## config.mk

```make
export PLATFORM = sky130hd
export DESIGN_NAME = ped_xing_ctrl
export DESIGN_NICKNAME = d
export VERILOG_FILES = /design/src/rtl/ped_xing_pkg.sv /design/src/rtl/tick_prescaler.sv /design/src/rtl/ped_xing_ctrl.sv
export SDC_FILE = /design/constraint.sdc
export NUM_CORES = 1
export LEC_CHECK = 0
export ABC_CLOCK_PERIOD_IN_PS = 5600
export CORE_MARGIN = 4
export CORE_UTILIZATION = 44
export CTS_BUF_LIST = sky130_fd_sc_hd__clkbuf_8 sky130_fd_sc_hd__clkbuf_16
export DETAILED_ROUTE_END_ITERATION = 16
export DONT_BUFFER_PORTS = 1
export GPL_TIMING_DRIVEN = 0
export PLACE_DENSITY = 0.59
export SLEW_MARGIN = 10
export SYNTH_ARGS = -nofsm -noshare
export SYNTH_HDL_FRONTEND = slang
export SYNTH_SLANG_ARGS = --single-unit
```

## constraint.sdc

```tcl
create_clock -name clk -period 5.6 [get_ports clk]
set_input_delay 0.28 -clock clk [delete_from_list [all_inputs] [get_ports clk]]
set_output_delay 0.28 -clock clk [all_outputs]
set_load 0.005 [all_outputs]
```

## src/rtl/ped_xing_pkg.sv

```systemverilog
// Shared types for the pedestrian crossing controller: FSM states and lamp vector.
package ped_xing_pkg;

  typedef enum logic [2:0] {
    CAR_GO,
    CAR_YELLOW,
    ALL_RED1,
    PED_WALK,
    PED_FLASH,
    ALL_RED2
  } state_t;

  typedef struct packed {
    logic car_green;
    logic car_yellow;
    logic car_red;
    logic ped_walk;
    logic ped_dont_walk;
  } lamps_t;

endpackage

```

## src/rtl/tick_prescaler.sv

```systemverilog
// Free-running tick divider; restart pulls the count back to 0 so each phase
// starts on a fresh tick boundary.
module tick_prescaler #(
  parameter int TICK_DIV = 1000
) (
  input  logic clk,
  input  logic reset,
  input  logic restart,
  output logic tick
);

  localparam int CW = (TICK_DIV > 1) ? $clog2(TICK_DIV) : 1;

  logic [CW-1:0] count;

  assign tick = (count == CW'(TICK_DIV - 1));

  always_ff @(posedge clk or posedge reset) begin
    if (reset)
      count <= '0;
    else if (restart || tick)
      count <= '0;
    else
      count <= count + 1'b1;
  end

endmodule

```

## src/rtl/ped_xing_ctrl.sv

```systemverilog
// Request-driven pedestrian crossing controller with flashing-walk clearance and countdown.
//
// state      | meaning
// CAR_GO     | car green, don't-walk; waits for min-green expiry and a pending request
// CAR_YELLOW | car yellow, don't-walk
// ALL_RED1   | all red before the pedestrian phase
// PED_WALK   | car red, steady walk
// PED_FLASH  | car red, walk flashes with timer[0], countdown shows remaining ticks
// ALL_RED2   | all red after the pedestrian phase
module ped_xing_ctrl
  import ped_xing_pkg::*;
#(
  parameter int CNT_W     = 4,
  parameter int TICK_DIV  = 1000,
  parameter int MIN_GREEN = 10,
  parameter int YELLOW_T  = 3,
  parameter int ALLRED_T  = 1,
  parameter int WALK_T    = 5,
  parameter int FLASH_T   = 6
) (
  input  logic             clk,
  input  logic             reset,
  input  logic             ped_req,
  output logic             car_green,
  output logic             car_yellow,
  output logic             car_red,
  output logic             ped_walk,
  output logic             ped_dont_walk,
  output logic [CNT_W-1:0] countdown,
  output logic             req_pending
);

  state_t           state_q, state_d;
  logic [CNT_W-1:0] timer_q, timer_d;
  logic             sync1, sync2, sync3;
  logic             req_pending_d;
  logic             tick, restart, req_edge;
  lamps_t           lamps;
  logic [CNT_W-1:0] countdown_c;

  function automatic logic [CNT_W-1:0] dur(input state_t s);
    case (s)
      CAR_GO:             dur = CNT_W'(MIN_GREEN);
      CAR_YELLOW:         dur = CNT_W'(YELLOW_T);
      ALL_RED1, ALL_RED2: dur = CNT_W'(ALLRED_T);
      PED_WALK:           dur = CNT_W'(WALK_T);
      PED_FLASH:          dur = CNT_W'(FLASH_T);
      default:            dur = CNT_W'(MIN_GREEN);
    endcase
  endfunction

  assign restart  = (state_d != state_q);
  assign req_edge = sync2 & ~sync3;

  tick_prescaler #(.TICK_DIV(TICK_DIV)) u_prescaler (
    .clk     (clk),
    .reset   (reset),
    .restart (restart),
    .tick    (tick)
  );

  always_comb begin
    state_d = state_q;
    timer_d = timer_q;
    if (tick && (timer_q != '0))
      timer_d = timer_q - 1'b1;
    case (state_q)
      CAR_GO:     if ((timer_q == '0) && req_pending) state_d = CAR_YELLOW;
      CAR_YELLOW: if (tick && (timer_q == CNT_W'(1))) state_d = ALL_RED1;
      ALL_RED1:   if (tick && (timer_q == CNT_W'(1))) state_d = PED_WALK;
      PED_WALK:   if (tick && (timer_q == CNT_W'(1))) state_d = PED_FLASH;
      PED_FLASH:  if (tick && (timer_q == CNT_W'(1))) state_d = ALL_RED2;
      ALL_RED2:   if (tick && (timer_q == CNT_W'(1))) state_d = CAR_GO;
      default:    state_d = CAR_GO;
    endcase
    if (state_d != state_q)
      timer_d = dur(state_d);
  end

  // Clearing on entry to PED_WALK outranks a simultaneous new press.
  always_comb begin
    req_pending_d = req_pending;
    if ((state_d == PED_WALK) && (state_q != PED_WALK))
      req_pending_d = 1'b0;
    else if (req_edge && !(state_q inside {PED_WALK, PED_FLASH, ALL_RED2}))
      req_pending_d = 1'b1;
  end

  always_ff @(posedge clk or posedge reset) begin
    if (reset) begin
      state_q     <= CAR_GO;
      timer_q     <= CNT_W'(MIN_GREEN);
      sync1       <= 1'b0;
      sync2       <= 1'b0;
      sync3       <= 1'b0;
      req_pending <= 1'b0;
    end else begin
      state_q     <= state_d;
      timer_q     <= timer_d;
      sync1       <= ped_req;
      sync2       <= sync1;
      sync3       <= sync2;
      req_pending <= req_pending_d;
    end
  end

  always_comb begin
    lamps       = '0;
    countdown_c = '0;
    case (state_q)
      CAR_GO:     begin lamps.car_green  = 1'b1; lamps.ped_dont_walk = 1'b1; end
      CAR_YELLOW: begin lamps.car_yellow = 1'b1; lamps.ped_dont_walk = 1'b1; end
      PED_WALK:   begin lamps.car_red    = 1'b1; lamps.ped_walk      = 1'b1; end
      PED_FLASH: begin
        lamps.car_red  = 1'b1;
        lamps.ped_walk = timer_q[0];
        countdown_c    = timer_q;
      end
      default:    begin lamps.car_red    = 1'b1; lamps.ped_dont_walk = 1'b1; end
    endcase
  end

  assign car_green     = lamps.car_green;
  assign car_yellow    = lamps.car_yellow;
  assign car_red       = lamps.car_red;
  assign ped_walk      = lamps.ped_walk;
  assign ped_dont_walk = lamps.ped_dont_walk;
  assign countdown     = countdown_c;

endmodule

```

==> results of run 1 <==
-- sequential cells by signal (all words and copies together), names as in the netlist --
name / cells
u_prescaler.count: 10
timer_q: 4
state_q: 3
req_pending: 1
sync1: 1
sync2: 1
sync3: 1
-- final timing paths --
check,cells after the start,slack (ps),endpoint
worst max-delay path,7,3600,timer_q[0]
max in group asynchronous,1,5070,state_q[0]
worst min-delay path,1,40,u_prescaler.count[2]
worst max register to register,7,3600,timer_q[0]
min in group clk,0,50,sync1
worst min register to register,0,360,sync2
-- layer usage --
metal  vias to the layer above  wire [microns]  part of all wire [%]  track usage [%]
met5                         -               0                     0                0
met4                         0              14                  0.59             2.48
met3                         2             114                   4.8             4.89
met2                        16            1110                    46             22.6
met1                       428            1140                    48             21.7
li1                        442               -                     -                -
-- logic make-up after synthesis --
group	Yosys count	synth area share (%)
fa+ha+maj	4	4.08
mux	3	2.86
buf+inv	12	4.08
compound gates	19	11.0
xor+xnor	11	7.86
simple gates	56	27.0
flops	21	43.1
-- layout make-up --
| type | instances | share of cell area [%] |
|---|---|---|
| inverters | 8 | 2.29 |
| clock inverters | 1 | 0.382 |
| well taps | 30 | 2.87 |
| flip-flops and latches | 21 | 40.3 |
| multi-input cells | 93 | 49.5 |
| plain buffers | 4 | 1.53 |
| clock buffers | 3 | 3.15 |
-- power by group through the flow --
stage	Clock, uW	Sequential, uW	Combinational [uW]
5_1_grt	107	225	163
3_5_place_dp	0	222	139
6_report	96.8	219	138
2_1_floorplan	0	213	116
3_3_place_gp	0	221	137
4_1_cts	101	218	140
-- worst max-delay path: stages (launching register included) --
cell,delay (ps)
dfstp_2,570
inv_1,90
ha_1,180
nor3b_4,180
a211o_1,330
o211a_1,130
o2bb2ai_1,140
mux2_4,260
-- through the flow --
stage                     hold WS [ps]  worst slack, ps
final                             43.9             3600
after global routing              29.4             3450
after floorplan                    255             3760
after detailed placement           311             3630
after global placement             311             3620
after CTS                         38.7             3620
-- cell usage in the layout, fill, tap and decap left out, types with 2 or more instances in the layout --
master / instances
o211ai_1: 3
a21oi_1: 3
dfrtp_1: 19
xnor2_1: 6
ha_1: 4
mux2i_1: 2
and3_1: 2
dfstp_2: 2
and2_1: 3
buf_2: 4
o21ai_0: 2
nor3_1: 5
xor2_1: 5
nor3b_2: 2
nor2_1: 19
clkbuf_8: 3
nand2_1: 5
o21a_1: 2
nand3_1: 9
inv_1: 7
==> metrics.cfg, run 1 <==
[synthesis]
synthesis.area_sq_um = 1230
synth.area.top_cells = dfrtp_1 (39%), nor2_1 (5.8%), dfstp_2 (4.3%)
yosysTopAreaCell = dfrtp_1
synth_edf_count = 0
synth-seq-area-share_pct = 43.1
yosys-top-cells-count = dfrtp_1 (19), nor2_1 (19), nand3_1 (9)
synth_top_cell_area_share_pct = 38.8
netlist_instances = 126
synth_warnings = 0
synthFlopType = dfrtp_1
synth_nets = 133
synth-seq-cells = 21
syn_area_per_cell_sq_um = 9.73
async_reset_ff_share_pct = 100
synth_cell_types = 41

[sta]
slew_headroom_pct = 48.9
setup_viol = 0
timing.final.max_slew_violations = 0
fin_tns_setup_ps = 0
period_share_pct = 35.7
fmax_mhz = 501
skew_ps = 6.45
tightest_slew_ps = 766
hold_viol = 0
rsz0062_at_grt = no
timing.final.crit_period_ps = 2000

[clock_tree]
cts_setup_buffers = 0
cts-hold-fix-buffers = 0
clk_path_buf_depth = 2
clk_pin_slew_ps = 80
cts_made_buffers = 3
clkLatencyLatePin_ps = 260
cts-root-buf = clkbuf_8
clock-sinks = 21
cts_resized = 0
cts-htree-levels = 1
cts_tree = built

[placement]
routabilityCongestion = 0.797
dp_cells = 156
place_area_sq_um = 1260
dp_hpwl_microns = 1840
io_buffers = 0

[cells_and_area]
n_fill_cell = 260
n_antenna_cell = 0
fin_nets = 138
seq_area_sq_um = 528
fin_cells = 160
multi_input_comb_area_sq_um = 648
syn_to_final_growth_pct = 6.84
drive_gt1_share_pct = 15.4
final_cell_area_sq_um = 1310
final_util_pct = 51.0

[floorplan]
fp.dieH_microns = 60.8
core_sq_um = 2570
pin_count = 13
die_w_microns = 60.8
die_area_sq_um = 3700
initial_utilization_pct = 47.8
rows = 18

[drt]
wl_per_cell_microns = 14.9
drtPass1Iterations = 4
finalWirelength_microns = 2380
antenna_left = 0
drc_errors = 0
drtIter0Drc = 29
viasPerCell = 5.55
num_vias = 888

[power]
internal_power_uw = 303
p_comb_share_pct = 30.4
ir_worst_vdd_mv = 0.228
p_clk_share_pct = 21.3
p_per_area_nw_per_um2 = 347
p_leak_uw = 0.000593
p_sw_share_pct = 33.4
p_sw_uw = 152
p_seq_share_pct = 48.3
total_power_uw = 454

[global_routing]
antenna_found_initial = 0
grt_pass1_vias = 876
grt_pass1_wl_microns = 4180
groute.usage.overall_pct = 15.1
grt_overflow = 0
grt_max_degree = 22

[setup_path]
path_class = reg -> reg
critical_path_required_ps = 5750
crit_path_start_kind = register
reg2reg_from = timer_q[1]
arrival_ps = 2150
critical_path_peak_fanout = 7
cp-startpoint = timer_q[1]
critPathCaptureType = register

[outcome]
status = completed

[min_path]
hold_class = in -> async

[flow_run]
maxCapViolCount = 0

No activity file was read; power rests on OpenSTA's default activity.
==> run 2, diff against run 1 <==
ABC_CLOCK_PERIOD_IN_PS = 1670   (was 5600)
PLACE_DENSITY = 0.61   (was 0.59)
clock period = 1.67 ns   (was 5.6 ns; I/O delays follow)
==> run 2 against run 1 <==
Net effect: the run now ends with negative setup slack left; register-to-register slack lost 3800 ps; total power grew to 3.6 times the previous value; non-clock buffer count grew 15; sequential share of layout area shrank 5.1 points; via count grew 11%; combinational power grew to 4.2 times the previous value; worst setup slack lost 3800 ps.
==> metrics.cfg, run 2 (synthesis results as in run 1) <==
[floorplan]
die_w_microns = 60.8  ; unchanged
die_area_sq_um = 3700  ; unchanged
rows = 18  ; unchanged
fp.dieH_microns = 60.8  ; unchanged
initial_utilization_pct = 47.8  ; unchanged
core_sq_um = 2570  ; unchanged
pin_count = 13  ; unchanged

[drt]
drtPass1Iterations = 5  ; +1
wl_per_cell_microns = 15.2  ; +2.5%
drc_errors = 0  ; unchanged
num_vias = 985  ; +11%
viasPerCell = 5.63  ; +1.4%
finalWirelength_microns = 2670  ; +12%
drtIter0Drc = 41  ; +41%
antenna_left = 0  ; unchanged

[placement]
dp_hpwl_microns = 1760  ; -4.7%
routabilityCongestion = 0.832  ; +4.3%
place_ws_ps = -347  ; -3980 ps
io_buffers = 0  ; unchanged

[sta]
rsz0062_at_grt = yes
skew_ps = 3.50  ; -2.95 ps
timing.final.crit_period_ps = 1860  ; -134 ps
setup_viol = 7  ; +7
slew_headroom_pct = 45.9  ; -2.9 points
hold_viol = 0  ; unchanged
fin_ws_ps = -193  ; -3800 ps
fmax_mhz = 537  ; +7.2%
period_share_pct = 112  ; +76 points
tightest_slew_ps = 810  ; +44.0 ps
timing.final.max_slew_violations = 0  ; unchanged

[clock_tree]
cts_made_buffers = 3  ; unchanged
cts-root-buf = clkbuf_8
cts-htree-levels = 1  ; unchanged
cts_tree = built
clk_pin_slew_ps = 80  ; about the same
clkLatencyLatePin_ps = 260  ; about the same
clk_path_buf_depth = 2  ; unchanged
clock-sinks = 21  ; unchanged

[power]
p_per_area_nw_per_um2 = 1100  ; +220%
ir_worst_vdd_mv = 0.839  ; +270%
p_sw_share_pct = 33.5  ; +0.13 points
p_seq_share_pct = 44.2  ; -4.1 points
p_sw_uw = 551  ; +260%
p_leak_uw = 0.000668  ; +13%
total_power_uw = 1640  ; +260%
p_clk_share_pct = 20.4  ; -0.9 points
internal_power_uw = 1090  ; +260%
p_comb_share_pct = 35.4  ; +5.0 points

[setup_path]
path_class = reg -> reg
critical_path_peak_fanout = 3  ; -4
crit_path_start_kind = register
critPathCaptureType = register
reg2reg_slack_ps = -190  ; -3800 ps
critical_path_required_ps = 1820  ; -3930 ps
arrival_ps = 2010  ; -140 ps

[global_routing]
antenna_found_initial = 0  ; unchanged
grt_pass1_wl_microns = 4490  ; +7.3%
grt_pass1_vias = 935  ; +6.7%
groute.usage.overall_pct = 16.2  ; +1.1 points
grt_overflow = 0  ; unchanged
grt_max_degree = 22  ; unchanged

[cells_and_area]
largest_register = u_prescaler.count
reg.largest.list = u_prescaler.count x10, timer_q x4, state_q x3
syn_to_final_growth_pct = 22.1
n_antenna_cell = 0  ; unchanged
fin_nets = 153  ; +11%
largest_reg_flops = 10  ; unchanged
final_cell_mix = dfrtp_1 (19), nor2_1 (18), buf_4 (11)
final_common_cell = dfrtp_1
n_fill_cell = 228  ; -12%
drive_gt1_share_pct = 31.0  ; +16 points

[outcome]
status = finished with violations
failed_checks = negative setup slack

[flow_run]
maxCapViolCount = 0  ; unchanged

[min_path]
hold_class = reg -> reg

-- run 2: changes by cell type in the layout (fill, tap and decap cells not counted), moves of 2 or more --
cell / before / now
nor3_2: 0 / 2
buf_6: 0 / 2
nand3_2: 0 / 2
dlygate4sd3_1: 0 / 2
inv_1: 7 / 5
nand3_1: 9 / 7
nor3_1: 5 / 3
ha_1: 4 / 2
buf_4: 0 / 11
-- run 2: worst max-delay path, stage by stage, from the launching register on --
cell,delay [ps]
dfstp_2,560
inv_4,50
ha_4,140
nor3b_4,150
a211o_1,300
o211a_1,130
o2bb2ai_1,160
mux2_4,270
-- run 2: final timing paths --
check,from,to,depth (start not counted)
max,timer_q[1],timer_q[0],7
min,sync1,sync2,0
max reg2reg,timer_q[1],timer_q[0],7
min reg2reg,sync1,sync2,0
max in group asynchronous,reset,state_q[0],2
min in group asynchronous,reset,u_prescaler.count[7],2
-- run 2: per-layer routing --
metal	GRT usage [%]	up-vias	wire length, microns	share of wire (%)
li1	-	474	-	-
met1	23.5	484	1250	47
met2	24.6	23	1290	48
met3	4.47	4	105	3.9
met4	2.79	0	17	0.64
met5	0	-	0	0
-- run 2: cell type report --
| cell class | instances | area [sq um] | share of cell area (%) |
|---|---|---|---|
| repair buffers | 15 | 119 | 7.94 |
| clock inverters | 1 | 7.51 | 0.501 |
| clock buffers | 3 | 41.3 | 2.76 |
| inverters | 8 | 32.5 | 2.17 |
| plain buffers | 4 | 26.3 | 1.75 |
| multi-input cells | 93 | 706 | 47.1 |
| well taps | 30 | 37.5 | 2.51 |
| flip-flops and latches | 21 | 528 | 35.3 |
-- run 2: power by group through the flow --
stage / combinational, uW / clock, uW / sequential (uW)
3_3_place_gp: 473 / 0 / 741
4_1_cts: 544 / 346 / 731
3_5_place_dp: 483 / 0 / 741
6_report: 582 / 335 / 727
2_1_floorplan: 406 / 0 / 716
5_1_grt: 657 / 367 / 745
-- run 2: per-stage QoR --
step | instance area, sq um | util, % | TNS, ps | cells | hold WS [ps]
final | 1500 | 58.3 | -448 | 175 | 357
after detailed placement | 1280 | 49.7 | -1680 | 156 | 115
after global routing | 1500 | 58.3 | -1010 | 175 | 367
after global placement | 1280 | 49.7 | -1240 | 156 | 115
after floorplan | 1240 | - | -95.1 | 126 | 58.5
after CTS | 1450 | 56.6 | -299 | 172 | 364
-- run 2: repair_timing --
| item | in CTS | in global routing |
|---|---|---|
| hold endpoints to repair | 20 | 0 |
| gates resized for setup | 10 | 7 |
| cloned | 1 | 0 |
| hold buffers | 2 | 0 |
| endpoints found under the setup margin | 14 | 14 |
| buffers inserted | 9 | 3 |
| pin swaps | 5 | 4 |
==> run 3, diff against run 2 <==
BUFFER_PORTS_ARGS = -buffer_cell sky130_fd_sc_hd__buf_2   (was not set)
DONT_BUFFER_PORTS = not set   (was 1)
PLACE_DENSITY = 0.65   (was 0.61)
==> run 3 against run 2 <==
Net effect: the flow still finishes with violations (negative setup slack); sequential share of layout area shrank 2.7 points; maximum frequency grew 1.5%; first-iteration DRC count grew 15%; sequential cell count is the same; count of clock-buffer cells in the layout is the same; clock skew shrank 2.0 ps; critical path type unchanged; largest power group unchanged.
==> metrics.cfg, run 3 (synthesis results as in run 1) <==
[drt]
finalWirelength_microns = 3040  ; +14%
antenna_left = 0  ; unchanged
drc_errors = 0  ; unchanged
drtPass1Iterations = 4  ; -1
num_vias = 1043  ; +5.9%
viasPerCell = 5.49  ; -2.5%
drtIter0Drc = 47  ; +15%
wl_per_cell_microns = 16.0  ; +5.1%

[clock_tree]
clock-sinks = 21  ; unchanged
cts-root-buf = clkbuf_8
cts_made_buffers = 3  ; unchanged
clk_pin_slew_ps = 80  ; about the same
cts_tree = built
cts-htree-levels = 1  ; unchanged
clkLatencyLatePin_ps = 260  ; about the same
clk_path_buf_depth = 2  ; unchanged

[sta]
slew_headroom_pct = 47.8  ; +1.8 points
fin_ws_ps = -164  ; +28.3 ps
timing.final.crit_period_ps = 1830  ; -28.3 ps
rsz0062_at_grt = yes
hold_viol = 0  ; unchanged
timing.final.max_slew_violations = 0  ; unchanged
fmax_mhz = 545  ; +1.5%
skew_ps = 1.49  ; -2.01 ps
setup_viol = 7  ; unchanged
period_share_pct = 110  ; -1.7 points
tightest_slew_ps = 783  ; -27.3 ps

[setup_path]
crit_buf_inv = 1  ; unchanged
cp_top_family = flip-flops
crit_path_start_kind = register
path_class = reg -> reg
critPathSlowestCell = dfstp_2
cpPeakStageDelay_ps = 560  ; about the same
arrival_ps = 1990  ; -20 ps
critical_path_required_ps = 1820  ; about the same
worstPathCellList = inv_4, ha_4, nor3b_4, a211o_1, o211a_1, o2bb2ai_2, mux2_4
critical_path_peak_fanout = 3  ; unchanged
critPathCaptureType = register

[placement]
io_buffers = 12  ; +12
routabilityCongestion = 0.834  ; +0.30%
dp_hpwl_microns = 1860  ; +5.9%
place_area_sq_um = 1340  ; +4.7%

[outcome]
failed_checks = negative setup slack
status = finished with violations

[cells_and_area]
reg.largest.list = u_prescaler.count x10, timer_q x4, state_q x3
n_antenna_cell = 0  ; unchanged
syn_to_final_growth_pct = 33.0
drive_gt1_share_pct = 41.3  ; +10 points
n_fill_cell = 217  ; -4.8%
final_cell_mix = nor2_1 (17), dfrtp_1 (17), buf_2 (15), buf_4 (15), nand3_1 (7)
largest_register = u_prescaler.count
final_cell_area_sq_um = 1630  ; +8.9%
fin_nets = 168  ; +9.8%
largest_reg_flops = 10  ; unchanged

[global_routing]
grt_max_degree = 22  ; unchanged
grt_pass1_vias = 1015  ; +8.6%
antenna_found_initial = 0  ; unchanged
groute.usage.overall_pct = 18.5  ; +2.3 points
grt_pass1_wl_microns = 4970  ; +11%
grt_overflow = 0  ; unchanged

[power]
p_sw_uw = 610  ; +11%
p_comb_share_pct = 38.5  ; +3.1 points
p_leak_uw = 0.000744  ; +11%
p_clk_share_pct = 19.4  ; -1.0 points
p_seq_share_pct = 42.1  ; -2.1 points
ir_worst_vdd_mv = 0.879  ; +4.8%
internal_power_uw = 1160  ; +5.6%
p_sw_share_pct = 34.6  ; +1.1 points
total_power_uw = 1770  ; +7.4%
p_per_area_nw_per_um2 = 1080  ; -1.4%

[floorplan]
pin_count = 13  ; unchanged
core_sq_um = 2570  ; unchanged
fp.dieH_microns = 60.8  ; unchanged
die_area_sq_um = 3700  ; unchanged
rows = 18  ; unchanged
initial_utilization_pct = 47.8  ; unchanged
die_w_microns = 60.8  ; unchanged

[flow_run]
maxCapViolCount = 0  ; unchanged

[min_path]
hold_class = reg -> reg

[run 3: cell types whose count changed in the layout (fill, tap and decap cells not counted), sizes merged]
cell,before,now
buf,17,32
clkinvlp,1,0
inv,8,9
[run 3: final cells by class]
type                       count  area [sq um]  share of cell area (%)
tap                           30          37.5                    2.30
buffer                         4          26.3                    1.61
multi-input combinational     93           752                    46.1
sequential                    21           531                    32.5
inverter                       8          35.0                    2.15
clock buffer                   3          41.3                    2.53
timing repair buffer          30           204                    12.5
clock inverter                 1          3.75                   0.230
[run 3: path summary, 6_finish.rpt]
| check | startpoint | endpoint | slack [ps] | cells past startpoint |
|---|---|---|---|---|
| worst max-delay path | timer_q[1] | timer_q[0] | -160 | 7 |
| worst min-delay path | sync1 | sync2 | 360 | 0 |
| worst max register to register | timer_q[1] | timer_q[0] | -160 | 7 |
| worst min register to register | sync1 | sync2 | 360 | 0 |
| max in group asynchronous | reset | timer_q[2] | 630 | 3 |
| min in group asynchronous | reset | u_prescaler.count[0] | 500 | 3 |
[run 3: power groups by stage]
| stage | clock (uW) | combinational (uW) | sequential [uW] |
|---|---|---|---|
| floorplan | 0 | 406 | 716 |
| global placement | 0 | 477 | 743 |
| detailed placement | 0 | 483 | 748 |
| CTS | 340 | 593 | 733 |
| global route | 365 | 755 | 756 |
| finish | 342 | 680 | 744 |
[run 3: what timing repair did]
action,CTS,global route
setup endpoints to repair,14,15
hold buffers,2,0
setup buffers,14,3
gates cloned,0,0
pin swaps,7,4
resized for setup,14,14
endpoints found under the hold margin,20,0
[run 3: metal layers]
metal / track usage [%] / vias up / share of wire, %
met5: 0 / - / 0
met4: 4.95 / 0 / 0.82
met1: 26.3 / 505 / 43
li1: - / 501 / -
met3: 3.83 / 4 / 6.0
met2: 28.7 / 33 / 50
[run 3: through the flow]
step | TNS [ps] | std cells | util (%) | setup slack, ps | hold slack [ps]
3_5_place_dp | -1300 | 168 | 52.0 | -336 | 194
3_3_place_gp | -964 | 168 | 52.0 | -307 | 194
4_1_cts | -401 | 188 | 60.5 | -172 | 366
5_1_grt | -908 | 190 | 63.5 | -220 | 386
6_report | -422 | 190 | 63.5 | -164 | 365
2_1_floorplan | -95.1 | 126 | - | -95.1 | 58.5
